**src/rtl/ctl_round_if.sv**
```systemverilog
`timescale 1ns/1ps
// ctl_round_if
// Bundles the game-control inputs and the sequencer outputs of ctl_round.
//   master : the side that drives the game events (frame tick, start, pause,
//            hit, no_ammo, duck_show) and observes the sequencer outputs.
//   slave  : ctl_round itself.
// Signals:
//   new_frame   1  pulse per VGA frame
//   start       1  pulse, starts/restarts the game
//   pause       1  level, freezes timers and masks hit
//   hit         1  pulse from the trigger logic
//   no_ammo     1  level from the ammo counter
//   duck_show   1  level, duck still on screen
//   duck_launch 1  pulse, new flight
//   duck_escape 1  pulse, duck flew away unhit
//   round_ducks 4  ducks launched this round
//   round_hits  4  ducks hit this round
//   level       4  current level
//   h_speed     6  horizontal duck speed for the current level
//   game_over   1  high while in GAME_OVER
//   state_o     3  encoded sequencer state
interface ctl_round_if;
  logic       new_frame;
  logic       start;
  logic       pause;
  logic       hit;
  logic       no_ammo;
  logic       duck_show;
  logic       duck_launch;
  logic       duck_escape;
  logic [3:0] round_ducks;
  logic [3:0] round_hits;
  logic [3:0] level;
  logic [5:0] h_speed;
  logic       game_over;
  logic [2:0] state_o;

  modport master (
    output new_frame, start, pause, hit, no_ammo, duck_show,
    input  duck_launch, duck_escape, round_ducks, round_hits, level,
           h_speed, game_over, state_o
  );

  modport slave (
    input  new_frame, start, pause, hit, no_ammo, duck_show,
    output duck_launch, duck_escape, round_ducks, round_hits, level,
           h_speed, game_over, state_o
  );
endinterface

```
**src/rtl/ctl_round.sv**
```systemverilog
`timescale 1ns/1ps
// ctl_round
// Round/level sequencer for Duck Hunt. Issues one launch pulse per duck,
// times escapes, counts launches and hits per round, and at round end either
// advances the level or declares game over. All outputs are registered.
// Ports:
//   i_clk    1  system clock
//   i_rst_n  1  asynchronous reset, active-low
//   bus         ctl_round_if.slave (game events in, sequencer outputs out)
module ctl_round #(
  parameter int DUCKS_PER_ROUND = 10,
  parameter int HITS_TO_PASS    = 6,
  parameter int ESCAPE_FRAMES   = 300,
  parameter int PAUSE_FRAMES    = 120,
  parameter int MAX_LEVEL       = 15,
  parameter int BASE_H_SPEED    = 10,
  parameter int H_SPEED_STEP    = 2
) (
  input  logic        i_clk,
  input  logic        i_rst_n,
  ctl_round_if.slave  bus
);

  localparam int TW = 16;

  typedef enum logic [2:0] {
    S_IDLE      = 3'd0,
    S_LAUNCH    = 3'd1,
    S_FLIGHT    = 3'd2,
    S_FALLING   = 3'd3,
    S_INTER     = 3'd4,
    S_RESULT    = 3'd5,
    S_GAME_OVER = 3'd6
  } state_t;

  // Speed for a given level, clamped to the 6-bit output range.
  function automatic logic [5:0] speed_of(input logic [3:0] lvl);
    int s;
    s = BASE_H_SPEED + int'(lvl) * H_SPEED_STEP;
    if (s > 63) s = 63;
    return 6'(s);
  endfunction

  state_t        r_state;
  logic [TW-1:0] r_timer;
  logic [3:0]    r_round_ducks;
  logic [3:0]    r_round_hits;
  logic [3:0]    r_level;
  logic [5:0]    r_h_speed;
  logic          r_duck_launch;
  logic          r_duck_escape;
  logic          r_game_over;

  // Only frames and hits outside pause are counted.
  logic w_frame;
  logic w_hit;
  assign w_frame = bus.new_frame && !bus.pause;
  assign w_hit   = bus.hit && !bus.pause;

  always_ff @(posedge i_clk or negedge i_rst_n) begin
    if (!i_rst_n) begin
      r_state       <= S_IDLE;
      r_timer       <= '0;
      r_round_ducks <= '0;
      r_round_hits  <= '0;
      r_level       <= '0;
      r_h_speed     <= speed_of(4'd0);
      r_duck_launch <= 1'b0;
      r_duck_escape <= 1'b0;
      r_game_over   <= 1'b0;
    end else begin
      r_duck_launch <= 1'b0;
      r_duck_escape <= 1'b0;
      // Follows level one cycle later.
      r_h_speed     <= speed_of(r_level);

      if (bus.start) begin
        r_state       <= S_LAUNCH;
        r_duck_launch <= 1'b1;
        r_level       <= '0;
        r_round_ducks <= '0;
        r_round_hits  <= '0;
        r_timer       <= '0;
        r_game_over   <= 1'b0;
      end else begin
        case (r_state)
          S_IDLE: ;

          // The launch pulse is raised on entry; the duck is counted on exit,
          // so counters read 0 during the first LAUNCH of a round.
          S_LAUNCH: begin
            r_round_ducks <= r_round_ducks + 4'd1;
            r_timer       <= '0;
            r_state       <= S_FLIGHT;
          end

          // Hit has priority over both the timeout and the out-of-ammo escape.
          S_FLIGHT: begin
            if (w_hit) begin
              r_round_hits <= r_round_hits + 4'd1;
              r_state      <= S_FALLING;
            end else if (bus.no_ammo) begin
              r_duck_escape <= 1'b1;
              r_timer       <= '0;
              r_state       <= S_INTER;
            end else if (w_frame) begin
              if (r_timer == TW'(ESCAPE_FRAMES - 1)) begin
                r_duck_escape <= 1'b1;
                r_timer       <= '0;
                r_state       <= S_INTER;
              end else begin
                r_timer <= r_timer + 1'b1;
              end
            end
          end

          S_FALLING: begin
            if (!bus.duck_show) begin
              r_timer <= '0;
              r_state <= S_INTER;
            end
          end

          S_INTER: begin
            if (w_frame) begin
              if (r_timer == TW'(PAUSE_FRAMES - 1)) begin
                r_timer <= '0;
                if (r_round_ducks < 4'(DUCKS_PER_ROUND)) begin
                  r_state       <= S_LAUNCH;
                  r_duck_launch <= 1'b1;
                end else begin
                  r_state <= S_RESULT;
                end
              end else begin
                r_timer <= r_timer + 1'b1;
              end
            end
          end

          S_RESULT: begin
            if (r_round_hits >= 4'(HITS_TO_PASS)) begin
              if (r_level < 4'(MAX_LEVEL)) r_level <= r_level + 4'd1;
              r_round_ducks <= '0;
              r_round_hits  <= '0;
              r_state       <= S_LAUNCH;
              r_duck_launch <= 1'b1;
            end else begin
              r_state     <= S_GAME_OVER;
              r_game_over <= 1'b1;
            end
          end

          S_GAME_OVER: ;

          default: r_state <= S_IDLE;
        endcase
      end
    end
  end

  assign bus.duck_launch = r_duck_launch;
  assign bus.duck_escape = r_duck_escape;
  assign bus.round_ducks = r_round_ducks;
  assign bus.round_hits  = r_round_hits;
  assign bus.level       = r_level;
  assign bus.h_speed     = r_h_speed;
  assign bus.game_over   = r_game_over;
  assign bus.state_o     = r_state;

endmodule
```
**src/flat_wrapper.sv**
```systemverilog
// flat-port wrapper written by rule: the top's interface ports become plain ports
module ctl_round_flat 
#(
  parameter int DUCKS_PER_ROUND = 10,
  parameter int HITS_TO_PASS    = 6,
  parameter int ESCAPE_FRAMES   = 300,
  parameter int PAUSE_FRAMES    = 120,
  parameter int MAX_LEVEL       = 15,
  parameter int BASE_H_SPEED    = 10,
  parameter int H_SPEED_STEP    = 2
)
  (i_clk, i_rst_n, bus_new_frame, bus_start, bus_pause, bus_hit, bus_no_ammo, bus_duck_show, bus_duck_launch, bus_duck_escape, bus_round_ducks, bus_round_hits, bus_level, bus_h_speed, bus_game_over, bus_state_o);
  ctl_round_if bus_i ();
  input  logic i_clk;
  input  logic i_rst_n;
  input wire logic [$bits(bus_i.new_frame)-1:0] bus_new_frame;
  input wire logic [$bits(bus_i.start)-1:0] bus_start;
  input wire logic [$bits(bus_i.pause)-1:0] bus_pause;
  input wire logic [$bits(bus_i.hit)-1:0] bus_hit;
  input wire logic [$bits(bus_i.no_ammo)-1:0] bus_no_ammo;
  input wire logic [$bits(bus_i.duck_show)-1:0] bus_duck_show;
  output wire logic [$bits(bus_i.duck_launch)-1:0] bus_duck_launch;
  output wire logic [$bits(bus_i.duck_escape)-1:0] bus_duck_escape;
  output wire logic [$bits(bus_i.round_ducks)-1:0] bus_round_ducks;
  output wire logic [$bits(bus_i.round_hits)-1:0] bus_round_hits;
  output wire logic [$bits(bus_i.level)-1:0] bus_level;
  output wire logic [$bits(bus_i.h_speed)-1:0] bus_h_speed;
  output wire logic [$bits(bus_i.game_over)-1:0] bus_game_over;
  output wire logic [$bits(bus_i.state_o)-1:0] bus_state_o;
  assign bus_i.new_frame = bus_new_frame;
  assign bus_i.start = bus_start;
  assign bus_i.pause = bus_pause;
  assign bus_i.hit = bus_hit;
  assign bus_i.no_ammo = bus_no_ammo;
  assign bus_i.duck_show = bus_duck_show;
  assign bus_duck_launch = bus_i.duck_launch;
  assign bus_duck_escape = bus_i.duck_escape;
  assign bus_round_ducks = bus_i.round_ducks;
  assign bus_round_hits = bus_i.round_hits;
  assign bus_level = bus_i.level;
  assign bus_h_speed = bus_i.h_speed;
  assign bus_game_over = bus_i.game_over;
  assign bus_state_o = bus_i.state_o;
  ctl_round #(.DUCKS_PER_ROUND(DUCKS_PER_ROUND), .HITS_TO_PASS(HITS_TO_PASS), .ESCAPE_FRAMES(ESCAPE_FRAMES), .PAUSE_FRAMES(PAUSE_FRAMES), .MAX_LEVEL(MAX_LEVEL), .BASE_H_SPEED(BASE_H_SPEED), .H_SPEED_STEP(H_SPEED_STEP)) u_core (.i_clk(i_clk), .i_rst_n(i_rst_n), .bus(bus_i));
endmodule
```
**config.mk**
```make
export PLATFORM = sky130hd
export DESIGN_NAME = ctl_round_flat
export DESIGN_NICKNAME = d
export VERILOG_FILES = /design/src/rtl/ctl_round_if.sv /design/src/rtl/ctl_round.sv /design/src/flat_wrapper.sv
export SDC_FILE = /design/constraint.sdc
export NUM_CORES = 1
export LEC_CHECK = 0
export ABC_AREA = 1
export CAP_MARGIN = 20
export CORE_AREA = 2 2 83 77
export DETAILED_ROUTE_END_ITERATION = 7
export DIE_AREA = 0 0 85 79
export PLACE_DENSITY_LB_ADDON = 0.25
export SLEW_MARGIN = 10
export SYNTH_ARGS = -nofsm -noshare
export SYNTH_HDL_FRONTEND = slang
export SYNTH_SLANG_ARGS = --single-unit
```
**constraint.sdc**
```tcl
create_clock -name i_clk -period 3.9 [get_ports i_clk]
set_clock_uncertainty 0.05 [all_clocks]
set_input_delay 1.17 -clock i_clk [delete_from_list [all_inputs] [get_ports i_clk]]
set_output_delay 1.17 -clock i_clk [all_outputs]
set_load 0.02 [all_outputs]
```
# Yosys cells after proc, flatten, opt, wreduce, memory -nomap -nowiden

Cells that the tools add are included.

Memories kept: 0
Latch bits: 0
ROM bits: 0
Register bits: 40
Memory bits (writable): 0
Output and inout bits: 24

$lt $le $gt $ge: 4
Div/mod/pow operators: 0
Reductions and logical operators: 17
Multiply operators: 0
Bitwise operators: 0
Add/sub/neg operators: 5
Mux-type cells: 46
Shifts and indexed selects: 0
Equal/unequal tests: 19

Operators with widths:

| kind                                                            | number |
|---|---|
| 2-to-1 mux 16 bit                                               | 8 |
| case mux 16 bit (4 select lines)                                | 1 |
| greater-than comparator 32 x 7 -> 1 bit (second input constant) | 1 |
| 2-to-1 mux 4 bit                                                | 8 |
| 2-to-1 mux 3 bit                                                | 10 |
| case mux 3 bit (6 select lines)                                 | 1 |
| adder 16 x 1 -> 16 bit (second input constant)                  | 1 |
| equality test 16 x 7 -> 1 bit (second input constant)           | 1 |
| equality test 16 x 9 -> 1 bit (second input constant)           | 1 |
| case mux 4 bit (2 select lines)                                 | 2 |
| 2-to-1 mux 1 bit                                                | 14 |
| adder 4 x 1 -> 4 bit (second input constant)                    | 3 |
| inequality test 3 x 2 -> 1 bit (second input constant)          | 4 |
| inequality test 5 x 3 -> 1 bit (second input constant)          | 2 |
| equality test 3 bit (second input constant)                     | 3 |
| < comparator 4 bit (second input constant)                      | 2 |
| adder 4 x 5 -> 6 bit (first input constant)                     | 1 |
| equality test 3 x 2 -> 1 bit (second input constant)            | 2 |
| 2-to-1 mux 6 bit                                                | 1 |
| inequality test 3 bit (second input constant)                   | 2 |
| AND reduction 3 bit                                             | 2 |
| AND reduction 6 bit                                             | 1 |
| nonzero test 2 bit                                              | 3 |
| nonzero test 3 bit                                              | 2 |
| 13 further kinds                                                | 15 |

# Logic depth before layout (Yosys ltp)

Gate-level depths: netlist of run 1.

Depth in word-level cells: 7
Depth in mapped cells: 12
Gate-level depth less buffers: 12

# Least setup slack after synthesis of run 1

No wires, ideal clock.

Kind: input to register
Start: input bus_pause
End: register u_core.r_timer[11]
Data arrival time: 2.010 ns
Stages on the path: 11
Setup slack: 1.722 ns
Data required time: 3.732 ns
Setup time: 0.118 ns
Path buffers: 1
Cells stage by stage: inv_1 -> nand2_1 -> nor2_1 -> nand3_1 -> nand2_1 -> inv_2 -> nand2_4 -> inv_4 -> buf_6 -> nand3_1 -> nand2_1

Cells in the longest elaborated chain, start to end: 4

RTL lines:

| item                                                                   | line                             | source |
|---|---|---|
| from (decl)                                                            | flat_wrapper.sv:18               | `input wire logic [$bits(bus_i.pause)-1:0] bus_pause;` |
| zero test 1 bit (*)                                                    | ctl_round.sv:57, ctl_round.sv:58 |  |
| logical AND 1 bit, on equally long branches                            | ctl_round.sv:57, ctl_round.sv:58 |  |
| inequality test 4 x 3 -> 1 bit (no line), or another cell as far along | --                               |  |
| AND reduction 5 bit (no line) (*)                                      | --                               |  |
| to (signal assigned)                                                   | ctl_round.sv:112                 | `r_timer <= r_timer + 1'b1;` |
| to (signal assigned)                                                   | ctl_round.sv:135                 | `r_timer <= r_timer + 1'b1;` |
| to (decl)                                                              | ctl_round.sv:45                  | `logic [TW-1:0] r_timer;` |

Every way passes the cells marked *; elsewhere a longest branch is shown, timed or not.
A chain may end at the register's enable or synchronous reset.

# Worst setup path after layout of run 1

Start: register u_core.r_state[0] (netlist: u_core.bus.state_o[0])
End: output bus_state_o[0]

RTL lines:

| item                   | line               | source |
|---|---|---|
| from (decl)            | ctl_round.sv:44    | `state_t r_state;` |
| from (signal assigned) | ctl_round.sv:62    | `r_state <= S_IDLE;` |
| from (signal assigned) | ctl_round.sv:78    | `r_state <= S_LAUNCH;` |
| from (signal assigned) | ctl_round.sv:94    | `r_state <= S_FLIGHT;` |
| to (decl)              | flat_wrapper.sv:29 | `output wire logic [$bits(bus_i.state_o)-1:0] bus_state_o;` |

No word-level cell between the ends.

==> reports/metrics.yaml, run 1 <==
floorplan:
  die_h_um: 79
  start_util: 0.4330
  die_width_um: 85
  die_area_mm2: 0.006715
  ios: 32
  core_mm2: 0.005912
  row_count: 27
sta:
  rsz0062_at_grt: "false"
  clock.fmax_mhz: 352.2
  setup-tns-final_ps: 0
  slew-limit-headroom: 0.4352
  worst_slack_ps: 1061
  finalCriticalPeriod_ps: 2840
  finalHoldViolCount: 0
  setup_viol: 0
  min_period_over_period: 0.7281
  slew_violations: 0
  whs_ps: 449.0
  worst_pin_slew_ps: 847.1
synth:
  synth_cells: 374
  syn_area_mm2: 0.002560
  synth-seq-cells: 39
  ys.flop_type: "dfrtp_1"
  synthesis.nets: 387
  synth.avg_cell_area_um2: 6.845
  synth_edf_count: 0
  yosysUniqueCellTypes: 29
  yosysSeqAreaShare: 0.3822
  yosys_warnings: 0
  async_flop_share: 1.000
clock_tree:
  ctsResizeCount: 0
  clock_latency_ps: 300
  numCtsBuffers: 5
  cts_tree: "done"
  root_buffer: "clkbuf_8"
  cts_setup_buffers: 0
  cts.sinks: 39
  postCtsHoldBufs: 0
  clockBufferDepth: 2
  cts_max_level: 2
  clkTransAtPathRegs_ps: 90
route:
  drc: 0
  vias: 2493
  wirelength_um: 6222
  ant_nets: 0
  post_drt_wl_per_cell_um: 13.07
  first_pass_iters: 5
  drt_iter0_markers: 209
  viasPerCell: 5.237
setup_path:
  reg2reg_from: "u_core.bus.state_o[1]"
  crit_fanout: 10
  critPathLaunch: "u_core.bus.state_o[0]"
  crit_family: "buffers and inverters"
  rrSetupSlack_ps: 1950
  critical_path_depth: 1
  crit_arrival_ps: 1620
  cp_slowest_cell: "clkdlybuf4s50_1"
  path_cells: "clkdlybuf4s50_1"
  r2r_cells: 10
  timing.rr.end: "u_core.r_timer[8]"
  critPathKind: "flip-flop to output port"
  slowest_delay_ps: 700
  cp.required_ps: 2680
  cp-start-kind: "flip-flop"
  critPathBufInv: 1
  worst_setup_path_end_kind: "output port"
worst_hold_path:
  min_path_type: "flip-flop to flip-flop"
  holdPathEnd: "u_core.bus.game_over"
  whs_path_depth: 2
  min_from: "u_core.bus.game_over"
power:
  power_frac_seq: 0.372
  p_total_mw: 1.346
  switching_share: 0.4050
  clockPowerShare: 0.264
  power.density_mw_per_mm2: 448.6
  p_int_mw: 0.8009
  power.leakage_nw: 1.436
  power_frac_comb: 0.364
  p_switching_mw: 0.5452
  worst_ir_drop_vdd_mv: 0.3015
grt:
  grtUsageTotal: 0.1947
  grt_max_degree: 40
  grt_antenna_before_repair: 0
  grt_overflow: 0
  grt_pass1_vias: 2252
  grt_pass1_wl_um: 10630
finish:
  finalInstanceArea_mm2: 0.003000
  diodes: 0
  drive_gt1_frac: 0.07921
  layout.cells.non_filler: 476
  fill_cells: 581
  area_growth_pct: 17.20
  post-route-util: 0.5075
  nets: 416
placed_design:
  dp_cells: 468
  place.gp.congestion: 0.9039
  io_buffers: 30
  dp_slack_ps: 900.9
  place_area_mm2: 0.002884
  dp.final_hpwl_um: 4683
run:
  drv_cap: 0
status:
  outcome: "finished clean"
[registers in the layout, summed over array words and instances, names as in the netlist]
register	cells
u_core.bus.round_ducks	4
u_core.bus.game_over	1
u_core.r_timer	16
u_core.bus.round_hits	4
u_core.bus.state_o	3
u_core.bus.duck_launch	1
u_core.bus.duck_escape	1
u_core.bus.level	4
u_core.bus.h_speed	5
[synthesized netlist by cell type (2+ instances only)]
master,instances,area [µm²]
nand2_1,98,367.9
nor2_1,55,206.5
nand3_1,50,250.2
inv_1,42,157.7
dfrtp_1,37,925.9
nand4_1,14,87.58
o21ai_0,13,65.06
a21oi_1,8,40.04
nor3_1,7,35.03
inv_2,6,22.52
xor2_1,6,52.55
ha_1,5,62.56
nand2_2,5,31.28
buf_2,4,20.02
buf_6,3,33.78
nor2_2,3,18.77
o21ai_1,3,15.01
buf_4,2,15.01
dfstp_2,2,52.55
nor2_4,2,22.52
[layout by cell type, fill, tap and decap left out, types with 2 or more instances in the layout]
cell type,synthesis,routed
nand2_1,98,98
nor2_1,55,55
nand3_1,50,50
inv_1,42,42
dfrtp_1,37,37
clkdlybuf4s50_1,0,29
nand4_1,14,14
o21ai_0,13,13
a21oi_1,8,8
nor3_1,7,7
xor2_1,6,6
inv_2,6,6
nand2_2,5,5
ha_1,5,5
clkbuf_8,0,5
nor2_2,3,3
o21ai_1,3,3
nor2_4,2,2
dfstp_2,2,2
[power groups by stage]
stage          registers, mW  logic [mW]  clock network [mW]
5_1_grt                0.509       0.540               0.378
3_5_place_dp           0.509       0.487                   0
2_1_floorplan          0.531       0.337                   0
6_report               0.501       0.490               0.355
3_3_place_gp           0.507       0.484                   0
4_1_cts                0.500       0.488               0.361
[worst max path at each step]
stage,to
2_1_floorplan,u_core.r_timer[11]
3_3_place_gp,u_core.r_timer[3]
3_5_place_dp,u_core.r_timer[8]
4_1_cts,bus_state_o[0]
5_1_grt,bus_state_o[0]
6_report,bus_state_o[0]
[kinds of logic after synthesis]
logic type / count (synthesis) / share of synthesized area
and+or+nand+nor: 238 / 0.4154
adders and majority gates: 5 / 0.02444
xor gates and xnor gates: 6 / 0.02053
other: 1 / 0.001465
AOI/OAI and AO/OA: 27 / 0.05621
buffers and inverters: 58 / 0.09970
DFF: 39 / 0.3822
[layout make-up]
| class | instances | area [µm²] | share of cell area |
|---|---|---|---|
| flip-flops and latches | 39 | 978.4 | 0.3261 |
| multi-input cells | 277 | 1326 | 0.4420 |
| clock buffers | 5 | 68.82 | 0.02294 |
| clock inverters | 3 | 47.55 | 0.01585 |
| repair buffers | 31 | 302.8 | 0.1009 |
| well taps | 72 | 90.09 | 0.03002 |
| inverters | 49 | 186.4 | 0.06214 |
[per-layer routing]
metal  global-route usage  routed length, µm
met5                    0                  0
met2               0.3039               2711
met3              0.03119                346
met4              0.04762                 53
met1               0.2824               3111
Note: power is estimated with default switching activity, not from simulation.
==> run 2, diff against run 1 <==
- clock period: 3.9 -> 2.3 ns (I/O delays scaled with it)
==> run 2 against run 1 <==
Effect of this change:
- combinational power grew 93%
- largest cell class unchanged
- sequential share of layout area is 0.86 points lower
- critical endpoint is now bus_state_o[2]
- core utilization up 1.4 points
- power up 67%
- clock power increased by 34%
==> reports/metrics.yaml, run 2 (synthesized netlist as in run 1, its figures left out) <==
grt:
  grt_overflow: 0  # unchanged
  grt_pass1_wl_um: 10520  # -1.0%
  grt_max_degree: 40  # unchanged
  grtUsageTotal: 0.1936  # -0.001106
  grt_pass1_vias: 2260  # +0.36%
  grt_antenna_before_repair: 0  # unchanged
floorplan:
  start_util: 0.4330  # unchanged
  die_area_mm2: 0.006715  # unchanged
  row_count: 27  # unchanged
  die_width_um: 85  # unchanged
  core_mm2: 0.005912  # unchanged
  die_h_um: 79  # unchanged
  ios: 32  # unchanged
finish:
  drive_gt1_frac: 0.1100  # +0.03084
  layout_commonest_cell: "nand2_1"
  final_cell_mix: "98 x nand2_1, 55 x nor2_1, 50 x nand3_1"
  fill_cells: 585  # +0.69%
  post-route-util: 0.5213  # +0.01376
  largest_reg_flops: 16  # unchanged
  area_growth_pct: 20.38
  diodes: 0  # unchanged
  largest_register: "u_core.r_timer"
  nets: 430  # +3.4%
setup_path:
  worst_setup_path_end_kind: "output port"
  rrSetupSlack_ps: 410  # -1540 ps
  crit_family: "buffers and inverters"
  reg2reg_from: "u_core.r_timer[0]"
  timing.rr.end: "u_core.r_timer[14]"
  critPathBufInv: 1  # unchanged
  cp-start-kind: "flip-flop"
  critPathKind: "flip-flop to output port"
  cp.required_ps: 1560  # -1120 ps
  crit_fanout: 6  # -4
  slowest_delay_ps: 650  # -50 ps
  path_cells: "clkdlybuf4s50_1"
  crit_arrival_ps: 1440  # -180 ps
  cp_slowest_cell: "clkdlybuf4s50_1"
  r2r_cells: 9  # -1
clock_tree:
  clkTransAtPathRegs_ps: 90  # about the same
  cts_max_level: 2  # unchanged
  ctsResizeCount: 0  # unchanged
  cts_tree: "done"
  clockBufferDepth: 2  # unchanged
  root_buffer: "clkbuf_8"
  numCtsBuffers: 5  # unchanged
  cts.sinks: 39  # unchanged
  cts_setup_buffers: 0  # unchanged
  postCtsHoldBufs: 0  # unchanged
  clock_latency_ps: 300  # about the same
sta:
  slew_violations: 0  # unchanged
  finalCriticalPeriod_ps: 2177
  rsz0062_at_grt: "false"
  finalHoldViolCount: 0  # unchanged
  min_period_over_period: 0.9464
  setup_viol: 0  # unchanged
  clock.fmax_mhz: 459.4
power:
  worst_ir_drop_vdd_mv: 0.4898  # +62%
  power.density_mw_per_mm2: 727.9  # +62%
  power.leakage_nw: 1.485  # +3.4%
  p_total_mw: 2.243  # +67%
route:
  wirelength_um: 6181  # -0.66%
  drt_iter0_markers: 198  # -5.3%
  vias: 2472  # -0.84%
  ant_nets: 0  # unchanged
  first_pass_iters: 4  # -1
  drc: 0  # unchanged
  post_drt_wl_per_cell_um: 12.61  # -3.5%
  viasPerCell: 5.045  # -3.7%
placed_design:
  dp.final_hpwl_um: 4798  # +2.5%
  io_buffers: 30  # unchanged
  place.gp.congestion: 0.9149  # +1.2%
status:
  outcome: "finished clean"
worst_hold_path:
  min_path_type: "input port to asynchronous set/reset pin"
run:
  drv_cap: 0  # unchanged
[run 2: cell types whose count changed in the layout (fill, tap and decap cells not counted)]
cell	change
clkinv_4	-1
buf_4	+14
clkinvlp_4	+2
bufinv_16	-1
[run 2: metal layers]
layer,vias up,global-route usage,part of all wire
met5,-,0,0
met1,1118,0.2923,0.50
met2,77,0.2906,0.45
met4,0,0.04286,0.0049
met3,2,0.03119,0.048
li1,1275,-,-
[run 2: worst reg2reg max path, delay by kind of cell (launching register included)]
kind | cells | cell delay, ps
adders and majority gates | 1 | 350
and+or+nand+nor | 8 | 1030
DFF | 1 | 400
[run 2: cell type report]
class	count	area, µm²	area share
Clock buffer	5	68.82	0.02233
Clock inverter	3	23.77	0.007714
Inverter	49	186.4	0.06050
Multi-Input combinational cell	277	1326	0.4304
Sequential cell	39	978.4	0.3175
Tap cell	72	90.09	0.02923
Timing Repair Buffer	45	407.9	0.1324
[run 2: power by group]
part	total [mW]	switching [mW]	internal [mW]
logic	0.945	0.593	0.352
registers	0.821	0.0702	0.750
clock network	0.477	0.260	0.217
total	2.24	0.923	1.32
[run 2: stage by stage]
stage          hold slack, ps  cell area, µm²  TNS, ps  cells  worst slack, ps
3_3_place_gp            427.3            2989        0    482            45.28
5_1_grt                 429.3            3082        0    490            79.70
6_report                383.7            3082        0    490            123.3
2_1_floorplan           344.4            2560        0    374            602.3
3_5_place_dp            433.3            2989  -0.4494    482          -0.4494
4_1_cts                 402.3            3082        0    490            105.9
[run 2: worst max-delay path by stage]
stage                          start            endpoint  cells after the start
2_1_floorplan              bus_pause  u_core.r_timer[11]                     11
3_3_place_gp               bus_start  u_core.r_timer[13]                     10
3_5_place_dp               bus_start  u_core.r_timer[13]                     10
4_1_cts        u_core.bus.state_o[2]      bus_state_o[2]                      1
5_1_grt        u_core.bus.state_o[1]      bus_state_o[1]                      1
6_report       u_core.bus.state_o[2]      bus_state_o[2]                      1
==> run 3, diff against run 2 <==
- PLACE_DENSITY: default -> 0.74
- PLACE_DENSITY_LB_ADDON: 0.25 -> default
==> run 3 against run 2 <==
Effect of this change:
- power grew 11%
- sequential power about the same
- combinational power up 3.8%
- maximum frequency down 0.56%
- critical endpoint unchanged
- largest cell class unchanged
- largest power group unchanged
- highest routed layer unchanged
==> reports/metrics.yaml, run 3 (synthesized netlist as in run 1, its figures left out) <==
setup_path:
  critPathLaunch: "u_core.bus.state_o[2]"
  path_cells: "clkdlybuf4s50_1"
  cp_slowest_cell: "clkdlybuf4s50_1"
  cp-start-kind: "flip-flop"
  rrSetupSlack_ps: 480  # +70 ps
  crit_family: "buffers and inverters"
  reg2reg_from: "u_core.r_timer[0]"
  critPathBufInv: 1  # unchanged
  r2r_cells: 12  # +3
  slowest_delay_ps: 660  # about the same
  cp.required_ps: 1560  # about the same
  crit_arrival_ps: 1450  # about the same
  crit_fanout: 6  # unchanged
  timing.rr.end: "u_core.r_timer[15]"
  critPathKind: "flip-flop to output port"
  worst_setup_path_end_kind: "output port"
route:
  drt_iter0_markers: 262  # +32%
  post_drt_wl_per_cell_um: 12.65  # +0.30%
  drc: 0  # unchanged
  ant_nets: 0  # unchanged
  wirelength_um: 6225  # +0.71%
  viasPerCell: 5.183  # +2.7%
  first_pass_iters: 4  # unchanged
  vias: 2550  # +3.2%
clock_tree:
  clockBufferDepth: 2  # unchanged
  postCtsHoldBufs: 0  # unchanged
  root_buffer: "clkbuf_8"
  clkTransAtPathRegs_ps: 80  # about the same
  numCtsBuffers: 5  # unchanged
  ctsResizeCount: 0  # unchanged
  cts.sinks: 39  # unchanged
  cts_tree: "done"
  cts_max_level: 2  # unchanged
  cts_setup_buffers: 0  # unchanged
  clock_latency_ps: 300  # about the same
sta:
  setup-tns-final_ps: 0  # unchanged
  slew_violations: 0  # unchanged
  clock.fmax_mhz: 456.8  # -0.56%
  rsz0062_at_grt: "false"
  finalHoldViolCount: 0  # unchanged
  worst_slack_ps: 111.0  # -12.29 ps
  whs_ps: 299.4  # -84.32 ps
  finalCriticalPeriod_ps: 2189  # +12.29 ps
  setup_viol: 0  # unchanged
  min_period_over_period: 0.9517  # +0.005342
grt:
  grt_max_degree: 40  # unchanged
  grt_antenna_before_repair: 0  # unchanged
  grtUsageTotal: 0.1945  # +0.0009222
  grt_pass1_vias: 2246  # -0.62%
  grt_pass1_wl_um: 10460  # -0.59%
  grt_overflow: 0  # unchanged
status:
  outcome: "finished clean"
finish:
  nets: 432  # +0.47%
  layout.cells.non_filler: 492  # +0.41%
  finalInstanceArea_mm2: 0.003153  # +2.3%
  area_growth_pct: 23.17
  post-route-util: 0.5333  # +0.01206
  fill_cells: 555  # -5.1%
  final_cell_mix: "98 x nand2_1, 55 x nor2_1, 50 x nand3_1"
  layout_commonest_cell: "nand2_1"
  diodes: 0  # unchanged
  largest_reg_flops: 16  # unchanged
  multi_input_area_mm2: 0.001326  # unchanged
  seqCellArea_um2: 978.4  # unchanged
  drive_gt1_frac: 0.1143  # +0.004238
  largest_register: "u_core.r_timer"
placed_design:
  place.gp.congestion: 1.008  # +10%
  io_buffers: 30  # unchanged
  place_area_mm2: 0.003017  # +0.92%
  dp_cells: 484  # +0.41%
  dp.final_hpwl_um: 4878  # +1.7%
  dp_slack_ps: 18.75  # +19.19 ps
power:
  worst_ir_drop_vdd_mv: 0.7242  # +48%
  p_total_mw: 2.491  # +11%
  power.density_mw_per_mm2: 790.0  # +8.5%
  power.leakage_nw: 1.523  # +2.6%
floorplan:
  row_count: 27  # unchanged
  start_util: 0.4330  # unchanged
  die_area_mm2: 0.006715  # unchanged
  core_mm2: 0.005912  # unchanged
  die_h_um: 79  # unchanged
  die_width_um: 85  # unchanged
  ios: 32  # unchanged
run:
  drv_cap: 0  # unchanged
worst_hold_path:
  min_path_type: "input port to asynchronous set/reset pin"
==> run 3: changes by cell type in the layout (fill, tap and decap cells not counted), sizes merged <==
cell / delta
bufinv: +2
clkinvlp: -1
inv: -1
buf: +2
==> run 3: report_power, final <==
| group | internal [mW] | total (mW) | leakage [nW] | switching (mW) |
|---|---|---|---|---|
| clock | 0.433 | 0.687 | 0.0644 | 0.255 |
| sequential | 0.750 | 0.823 | 0.526 | 0.0726 |
| combinational | 0.373 | 0.981 | 0.932 | 0.607 |
| total | 1.56 | 2.49 | 1.52 | 0.934 |
==> run 3: worst max-delay path by stage <==
stage / endpoint / slack (ps) / depth (start not counted)
4_1_cts: bus_state_o[2] / 100 / 1
6_report: bus_state_o[2] / 110 / 1
5_1_grt: bus_state_o[2] / 60 / 1
2_1_floorplan: u_core.r_timer[11] / 600 / 11
3_3_place_gp: u_core.r_timer[3] / 60 / 12
3_5_place_dp: u_core.r_timer[13] / 20 / 12
==> run 3: layout make-up <==
type	count	share of cell area
Clock buffer	5	0.02183
Timing Repair Buffer	47	0.1381
Inverter	49	0.05913
Sequential cell	39	0.3103
Tap cell	72	0.02857
Clock inverter	3	0.02143
Multi-Input combinational cell	277	0.4206
==> run 3: metal layers <==
| metal | up-vias | track usage | share of wire |
|---|---|---|---|
| met5 | - | 0 | 0 |
| met2 | 78 | 0.2992 | 0.45 |
| met4 | 0 | 0.06508 | 0.019 |
| met1 | 1173 | 0.2783 | 0.48 |
| met3 | 10 | 0.03222 | 0.058 |
| li1 | 1289 | - | - |
